**src/rtl/div_pkg.sv**
```systemverilog
// div_pkg: shared width default, FSM encoding and result field ranges for div_arbiter
package div_pkg;
    localparam int DEF_DW = 16;
    typedef enum logic [1:0] {
        IDLE    = 2'd0,
        BUSY    = 2'd1,
        RELEASE = 2'd2
    } state_e;
    localparam int QUO_LSB = 0;
    localparam int QUO_MSB = DEF_DW - 1;
    localparam int REM_LSB = DEF_DW;
    localparam int REM_MSB = 2 * DEF_DW - 1;
endpackage

```
**src/rtl/div_arbiter_rr.sv**
```systemverilog
// rr_arbiter: combinational round-robin pick of the first request at or after ptr
module rr_arbiter #(
    parameter int N  = 2,
    parameter int IW = 1
) (
    input  logic [N-1:0]  req,
    input  logic [IW-1:0] ptr,
    output logic [N-1:0]  gnt,
    output logic [IW-1:0] idx,
    output logic          any
);
    logic [IW-1:0] j;
    always_comb begin
        gnt = '0;
        idx = '0;
        j   = '0;
        any = |req;
        // scan farthest-first so the closest request to ptr is written last
        for (int k = N - 1; k >= 0; k--) begin
            j = IW'((int'(ptr) + k) % N);
            if (req[j]) begin
                gnt    = '0;
                gnt[j] = 1'b1;
                idx    = j;
            end
        end
    end
endmodule

```
**src/rtl/div_arbiter.sv**
```systemverilog
// div_arbiter: round-robin front end sharing one Divider, with divide-by-zero and timeout handling
module div_arbiter
    import div_pkg::*;
#(
    parameter int NUM_REQ = 2,
    parameter int DW      = DEF_DW,
    parameter int TIMEOUT = 40
) (
    input  logic                    clk,
    input  logic                    rst,
    input  logic [NUM_REQ-1:0]      req_valid,
    output logic [NUM_REQ-1:0]      req_ready,
    input  logic [NUM_REQ*DW-1:0]   req_dividend,
    input  logic [NUM_REQ*DW-1:0]   req_divisor,
    output logic [NUM_REQ-1:0]      rsp_valid,
    output logic [2*DW-1:0]         rsp_result,
    output logic                    rsp_dbz,
    output logic                    rsp_timeout,
    output logic                    busy,
    output logic                    div_control,
    output logic [DW-1:0]           div_dividend,
    output logic [DW-1:0]           div_divisor,
    input  logic                    div_validity,
    input  logic [2*DW-1:0]         div_result
);
    localparam int IW = $clog2(NUM_REQ);
    localparam int CW = $clog2(TIMEOUT);
    state_e              state_q, state_d;
    logic [IW-1:0]       ptr_q, ptr_d, owner_q, owner_d, idx;
    logic [NUM_REQ-1:0]  gnt;
    logic                any, accept, vld_ok, expired;
    logic [DW-1:0]       dvd_q, dvd_d, dvs_q, dvs_d, sel_dvd, sel_dvs;
    logic [CW-1:0]       cnt_q, cnt_d;
    logic [2*DW-1:0]     res_q, res_d;
    logic                dbz_q, dbz_d, to_q, to_d, rv_q, rv_d;

    rr_arbiter #(.N(NUM_REQ), .IW(IW)) u_rr (
        .req (req_valid),
        .ptr (ptr_q),
        .gnt (gnt),
        .idx (idx),
        .any (any)
    );

    always_ff @(posedge clk) begin
        if (rst) state_q <= IDLE;
        else     state_q <= state_d;
    end

    // a stale validity flag from the previous op is ignored in the first BUSY cycle
    always_comb begin
        sel_dvd = DW'(req_dividend >> (DW * idx));
        sel_dvs = DW'(req_divisor >> (DW * idx));
        accept  = state_q == IDLE && any;
        vld_ok  = div_validity && cnt_q != '0;
        expired = cnt_q == CW'(TIMEOUT - 1);
        state_d = state_q == IDLE ? (any ? (sel_dvs == '0 ? RELEASE : BUSY) : IDLE) :
                  state_q == BUSY ? ((vld_ok || expired) ? RELEASE : BUSY) : IDLE;
    end

    always_comb begin
        req_ready    = (state_q == IDLE && !rst) ? gnt : '0;
        div_control  = state_q == BUSY;
        busy         = state_q != IDLE;
        rsp_valid    = rv_q ? NUM_REQ'(1) << owner_q : '0;
        rsp_result   = res_q;
        rsp_dbz      = dbz_q;
        rsp_timeout  = to_q;
        div_dividend = dvd_q;
        div_divisor  = dvs_q;
    end

    always_comb begin
        ptr_d   = accept ? (idx == IW'(NUM_REQ - 1) ? '0 : idx + IW'(1)) : ptr_q;
        owner_d = accept ? idx : owner_q;
        dvd_d   = accept ? sel_dvd : dvd_q;
        dvs_d   = accept ? sel_dvs : dvs_q;
        cnt_d   = (state_q == BUSY && state_d == BUSY) ? cnt_q + CW'(1) : '0;
        rv_d    = state_d == RELEASE;
        dbz_d   = accept && sel_dvs == '0;
        to_d    = state_q == BUSY && !vld_ok && expired;
        res_d   = dbz_d ? {sel_dvd, {DW{1'b1}}} : (state_q == BUSY && vld_ok) ? div_result : '0;
    end

    always_ff @(posedge clk) begin
        if (rst) begin
            ptr_q   <= '0;
            owner_q <= '0;
            dvd_q   <= '0;
            dvs_q   <= '0;
            cnt_q   <= '0;
            res_q   <= '0;
            dbz_q   <= 1'b0;
            to_q    <= 1'b0;
            rv_q    <= 1'b0;
        end else begin
            ptr_q   <= ptr_d;
            owner_q <= owner_d;
            dvd_q   <= dvd_d;
            dvs_q   <= dvs_d;
            cnt_q   <= cnt_d;
            res_q   <= res_d;
            dbz_q   <= dbz_d;
            to_q    <= to_d;
            rv_q    <= rv_d;
        end
    end
endmodule

```
**config.mk**
```make
export PLATFORM = sky130hd
export DESIGN_NAME = div_arbiter
export DESIGN_NICKNAME = d
export VERILOG_FILES = /design/src/rtl/div_pkg.sv /design/src/rtl/div_arbiter_rr.sv /design/src/rtl/div_arbiter.sv
export SDC_FILE = /design/constraint.sdc
export NUM_CORES = 1
export LEC_CHECK = 0
export ABC_AREA = 1
export CORE_MARGIN = 3
export CORE_UTILIZATION = 37
export CTS_CLUSTER_DIAMETER = 50
export DETAILED_ROUTE_END_ITERATION = 16
export PLACE_DENSITY = 0.79
export SLEW_MARGIN = 20
export SYNTH_ARGS = -nofsm -noshare
export SYNTH_HDL_FRONTEND = slang
export SYNTH_SLANG_ARGS = --single-unit
export TNS_END_PERCENT = 5
```
**constraint.sdc**
```tcl
create_clock -name clk -period 1.7 [get_ports clk]
set_input_delay 0.425 -clock clk [delete_from_list [all_inputs] [get_ports clk]]
set_output_delay 0.425 -clock clk [all_outputs]
set_load 0.005 [all_outputs]
```
=== Word level (Yosys, flattened, before mapping) ===
Cells that the tools add are included.

* Register bits after elaboration: 77
* Bits in latches: 0
* Memory bits (writable): 0
* Bits in read-only memories: 0
* Output and inout port bits: 72
* Memories kept: 0

* $add $sub $neg: 3
* Multiply operators: 0
* Div/mod/pow operators: 0
* Magnitude comparators: 4
* Eq/ne operators: 4
* Shifts and indexed selects: 3
* Multiplexer cells: 22
* Bitwise logic cells: 1
* Reductions and logical operators: 19

{| class="wikitable"
|+ Operators with widths
! kind !! number
|-
| $mux 32 || 2
|-
| $shr 32x5->16 || 2
|-
| $mux 2 || 9
|-
| $logic_not 16->1 || 1
|-
| $logic_and 1x1->1 || 10
|-
| $mux 1 || 9
|-
| $add 6x1->6 const B || 1
|-
| $eq 6x6->1 const B || 1
|-
| $reduce_bool 6->1 || 1
|-
| $eq 2x1->1 const B || 2
|-
| $lt 1x2->1 const B || 2
|-
| $reduce_or 2->1 || 2
|-
| $add 1x1->1 const B || 2
|-
| $demux 1 s1 || 2
|-
| $eq 2x2->1 const B || 1
|-
| $ge 1x1->1 const B || 2
|-
| $logic_not 1->1 || 2
|-
| $logic_not 2->1 || 1
|-
| $reduce_bool 2->1 || 1
|-
| $shl 1x1->2 const A || 1
|-
| $logic_or 1x1->1 || 1
|-
| $not 1->1 || 1
|}

=== Depth between registers and ports, before layout ===
* Depth after elaboration: 14
* Gate-level depth with buffers: 15
* Gate-level depth less buffers: 13

=== By module ===
Synthesis repeated with hierarchy kept, for this count alone.

* Cells, all modules: 523
* Area, all modules: 3,622.2 um^2

{| class="wikitable"
|+ Modules (own cells, without submodules)
! module !! times used !! cells an instance !! area an instance (um^2) !! sequential area each (um^2)
|-
| div_arbiter || 1 || 516 || 3,589.7 || 1,541.5
|-
| rr_arbiter || 1 || 7 || 32.5 || 0.0
|}

=== Least setup slack after synthesis ===
Ideal clock, no wire load.

* Path kind: input port to flip-flop
* Start point: in req_valid[0]
* End point: reg res_q[18], in the netlist rsp_result[18]
* Setup time: 111 ps
* Data arrival time: 1,642 ps
* Path slack: -53 ps
* Cell stages on the path: 13
* Buffers on the path: 2
* Cells stage by stage: inv_1 -> nand2_2 -> buf_2 -> nand3_1 -> nand2_1 -> nand2_1 -> nor2_1 -> nand2_1 -> nor2_4 -> buf_4 -> nand2_1 -> nand2_1 -> nor2_1

* Longest elaborated chain between the ends: 8

{| class="wikitable"
|+ RTL lines
! what !! RTL line !! text
|-
| from (decl) || div_arbiter.sv:11 || <nowiki>input logic [NUM_REQ-1:0] req_valid,</nowiki>
|-
| $mux 1 (implied by the code) (2 in a row) || div_arbiter_rr.sv:21 || <nowiki>if (req[j]) begin</nowiki>
|-
| $mux 1 (2 in a row) || div_arbiter_rr.sv:21 ||
|-
| $shr 32x5->16 || div_arbiter.sv:53 || <nowiki>sel_dvs = DW'(req_divisor >> (DW * idx));</nowiki>
|-
| $logic_not 16->1 || div_arbiter.sv:80 || <nowiki>dbz_d = accept && sel_dvs == '0;</nowiki>
|-
| $logic_and 1x1->1 || div_arbiter.sv:80 ||
|-
| $mux 32 (*) || div_arbiter.sv:82 || <nowiki>res_d = dbz_d ? {sel_dvd, {DW{1'b1}}} : (state_q == BUSY && vld_ok) ? div_result : '0;</nowiki>
|-
| to (signal assigned) || div_arbiter.sv:102 || <nowiki>res_q <= res_d;</nowiki>
|-
| to (decl) || div_arbiter.sv:34 || <nowiki>logic [2*DW-1:0] res_q, res_d;</nowiki>
|}

Every way passes the cells marked *; elsewhere a longest branch is shown, timed or not. The select of a mux whose other input is x is not followed.
A chain may end at the register's enable or synchronous reset.

=== Worst setup path in the final report ===
* Start point: reg ptr_q
* End point: reg state_q[0]

* Longest elaborated chain between the ends: 10

{| class="wikitable"
|+ RTL lines
! what !! RTL line !! text
|-
| from (decl) || div_arbiter.sv:29 || <nowiki>logic [IW-1:0] ptr_q, ptr_d, owner_q, owner_d, idx;</nowiki>
|-
| from (signal assigned) || div_arbiter.sv:97 || <nowiki>ptr_q <= ptr_d;</nowiki>
|-
| $add 1x1->1 || div_arbiter_rr.sv:20 || <nowiki>j = IW'((int'(ptr) + k) % N);</nowiki>
|-
| $mux 1 (implied by the code) (2 in a row) || div_arbiter_rr.sv:21 ||
|-
| $mux 1 || div_arbiter_rr.sv:21 ||
|-
| $mux 1 (*) || div_arbiter_rr.sv:21 ||
|-
| $shr 32x5->16 (*) || div_arbiter.sv:53 ||
|-
| $logic_not 16->1 (*) || div_arbiter.sv:57 || <nowiki>state_d = state_q == IDLE ? (any ? (sel_dvs == '0 ? RELEASE : BUSY) : IDLE) :</nowiki>
|-
| $mux 2 (*) (3 in a row) || div_arbiter.sv:57 ||
|-
| to (signal assigned) || div_arbiter.sv:47 || <nowiki>else state_q <= state_d;</nowiki>
|-
| to (decl) || div_arbiter.sv:28 || <nowiki>state_e state_q, state_d;</nowiki>
|}

Marks and branches as above.

==> metrics.txt <==
Max Cap Viol 0; H-tree depth 3; final core utilization 67.1%; sequential power share 42.3%; Post-CTS Hold Buffers 0; CTS clk-pin slew, worst paths 0.08 ns; IO buf count 172; Relative slew margins 72.2%; RR Endpoint state_q[0]; initial antenna violation count 1; Mapped Nets 638; r2r worst-path depth 13; status finished with violations; DR iter-0 viols 238; Comb pwr share 26.3%; DP HPWL 8880 um; Power Total 4650 uW; Switching Power 1320 uW; layout cells sized above 1 14.8%; Final period util 109%; Crit Path Class flop to flop; Post-synth EDFFs 0; CP arrival 2.09 ns; Layout area overhead 74.7%; diode count 0; Clk pwr share 31.4%; RSZ-0062 raised after global routing true; Max Clock Skew 0.0146 ns; most common cell in the netlist nand2_1; Cell Rows 35; min-delay worst type flop to flop; Detailed Route WL 12400 um; first-pass GRT wire length 19300 um; Placer Congestion 0.868; min Tclk post-route 1.86 ns; Leakage Power 0.00296 uW; max-slew violations 0; post-synthesis cell count 535; Primary FF master, synth dfxtp_1; CP max FO 6; Core ar. 9370 sq um; final worst slack -0.160 ns; post-synthesis mux area share 1.39%; via count 4258; Tightest Pin Transition 0.413 ns; Layout Nets 849; Die Wd 105 um; First-pass DRT Iterations 4; Die Footprint 11000 sq um; clock sink count 77; hold_sp cnt_q[0]; CTS tree done; Root Buffer clkbuf_8; post-route design area 6290 sq um; f_max 538 MHz; Max Buffers Root-to-Sink 2; failing checks setup timing; die height 105 um; share of the synthesized area in the top cell type 42.8%; Worst Hold End cnt_q[0]; Syn Std Cell Area 3600 sq um; xor/xnor share of the synthesized area 0.243%; internal power 3330 uW; grt ovf 0; largest net degree at the start of global routing 29; Critical Path End Type flop; final setup fails 37; number of global-route vias before repair 4067; Synth Register Bits 77; Overall Global Routing Usage 21.6%; mean routed wirelength per cell 14.0 um; Async SR Flop Fraction 0%; Area contributors post-synth dfxtp_1 43%, nand2_1 19%, inv_1 7.3%; syn_area_per_cell 6.73 sq um; power density cells 739 nW/um^2; IO Pins 173; hold path cells 1; final hold vios 0; clk_lat worst skew 0.35 ns; Synth Area in Compound Gates 9.07%; reg2reg setup slack -0.16 ns; crit path launch ptr_q; synth unique cells 26; placed inst area 5750 sq um; largest family of logic cells by synthesized area simple AND/OR/NAND/NOR gates; Sw Ratio 28.3%; Max rail drop VDD 0.000458 V; Via density 4.84; Routed Antenna Nets 0; Synth area leader dfxtp_1; post-synthesis simple-gate area fraction 34.3%; Synth top cells by count 183 x nand2_1, 77 x dfxtp_1, 70 x inv_1; Syn. warnings 0; kind of start point of the critical path flop; starting density of the core 38.4%; total CTS buffers 9; Seq/Total Area, Yosys 42.8%; CP Data Required Time 1.93 ns; Post-Synth Adder-Cell Area 0.695%; # DRC 0; r2r startpoint ptr_q
-- through the flow --
| stage | hold WS, ns | std cells | TNS, ns | setup WS [ns] |
|---|---|---|---|---|
| after floorplan | 0.417 | 535 | 0 | 0.00475 |
| after global placement | 0.433 | 847 | -40.03 | -0.760 |
| after detailed placement | 0.442 | 847 | -42.31 | -0.791 |
| after CTS | 0.457 | 874 | -1.31 | -0.0905 |
| after global routing | 0.498 | 880 | -6.56 | -0.221 |
| final | 0.457 | 880 | -3.51 | -0.160 |
-- cells in the final DEF, fill, tap and decap left out, types with 4 or more instances in the layout --
cell,synthesis,layout
inv_2,2,4
buf_6,2,4
nand2_1,183,176
nand3_1,37,34
o211ai_1,21,21
clkbuf_8,0,10
clkdlybuf4s50_1,0,164
nand3b_1,12,12
buf_4,2,40
nand2_8,0,4
a21oi_1,22,21
nand2_2,3,7
mux2i_1,5,5
dfxtp_2,0,4
inv_1,70,68
o21ai_0,10,8
nor2_1,50,46
dfxtp_1,77,72
buf_12,0,7
-- logic make-up after synthesis --
| kind of cell | after synthesis |
|---|---|
| XOR/XNOR | 1 |
| flip-flops | 77 |
| AND/OR/NAND/NOR | 294 |
| AO/OA/AOI/OAI | 54 |
| buffers and inverters | 102 |
| adder cells (fa/ha/maj) | 2 |
| multiplexers | 5 |
-- power groups by stage --
stage,sequential (uW),combinational [uW],clock (uW)
2_1_floorplan,2000,438,0
3_3_place_gp,2000,1100,0
3_5_place_dp,2000,1120,0
4_1_cts,1970,1180,1490
5_1_grt,1980,1330,1570
6_report,1970,1220,1460
-- final cells by class --
| class | instances | area [sq um] |
|---|---|---|
| clock inverters | 6 | 71.3 |
| repair buffers | 227 | 2300 |
| inverters | 73 | 277 |
| flip-flops and latches | 77 | 1550 |
| well taps | 129 | 161 |
| clock buffers | 10 | 138 |
| fillers | 819 | 3080 |
| multi-input cells | 358 | 1790 |
-- state kept, by name, indices dropped and copies added (netlist names) --
name / cells
cnt_q: 6
rsp_timeout: 1
owner_q: 1
ptr_q: 1
rv_q: 1
rsp_dbz: 1
rsp_result: 32
div_dividend: 16
state_q: 2
div_divisor: 16
-- how the worst max path moves through the flow --
stage,to
5_1_grt,rsp_result[16]
3_5_place_dp,state_q[0]
2_1_floorplan,state_q[1]
4_1_cts,rsp_result[21]
3_3_place_gp,state_q[0]
6_report,state_q[0]
-- critical path, stage by stage, from the launching register on --
cell,delay (ns)
dfxtp_4,0.37
nand2_8,0.14
clkbuf_16,0.16
nand3_1,0.09
nand2_1,0.09
nand2_1,0.08
nor2_1,0.11
nand2_1,0.12
nor2_4,0.16
buf_6,0.15
buf_6,0.12
nor2_1,0.04
nor2_1,0.08
nor2_1,0.04
-- repair_timing --
action | CTS | global route
setup buffers | 6 | 5
resized for setup | 45 | 16
pin swaps | 17 | 16
cloned | 5 | 1
endpoints found under the setup margin | 71 | 43
-- per-layer routing --
metal,GRT usage (%),wire [um]
met1,25.4,5030
met4,8.06,328
met5,0,11
met2,38.1,6170
met3,5.19,805
No activity file was read; power rests on OpenSTA's default activity.
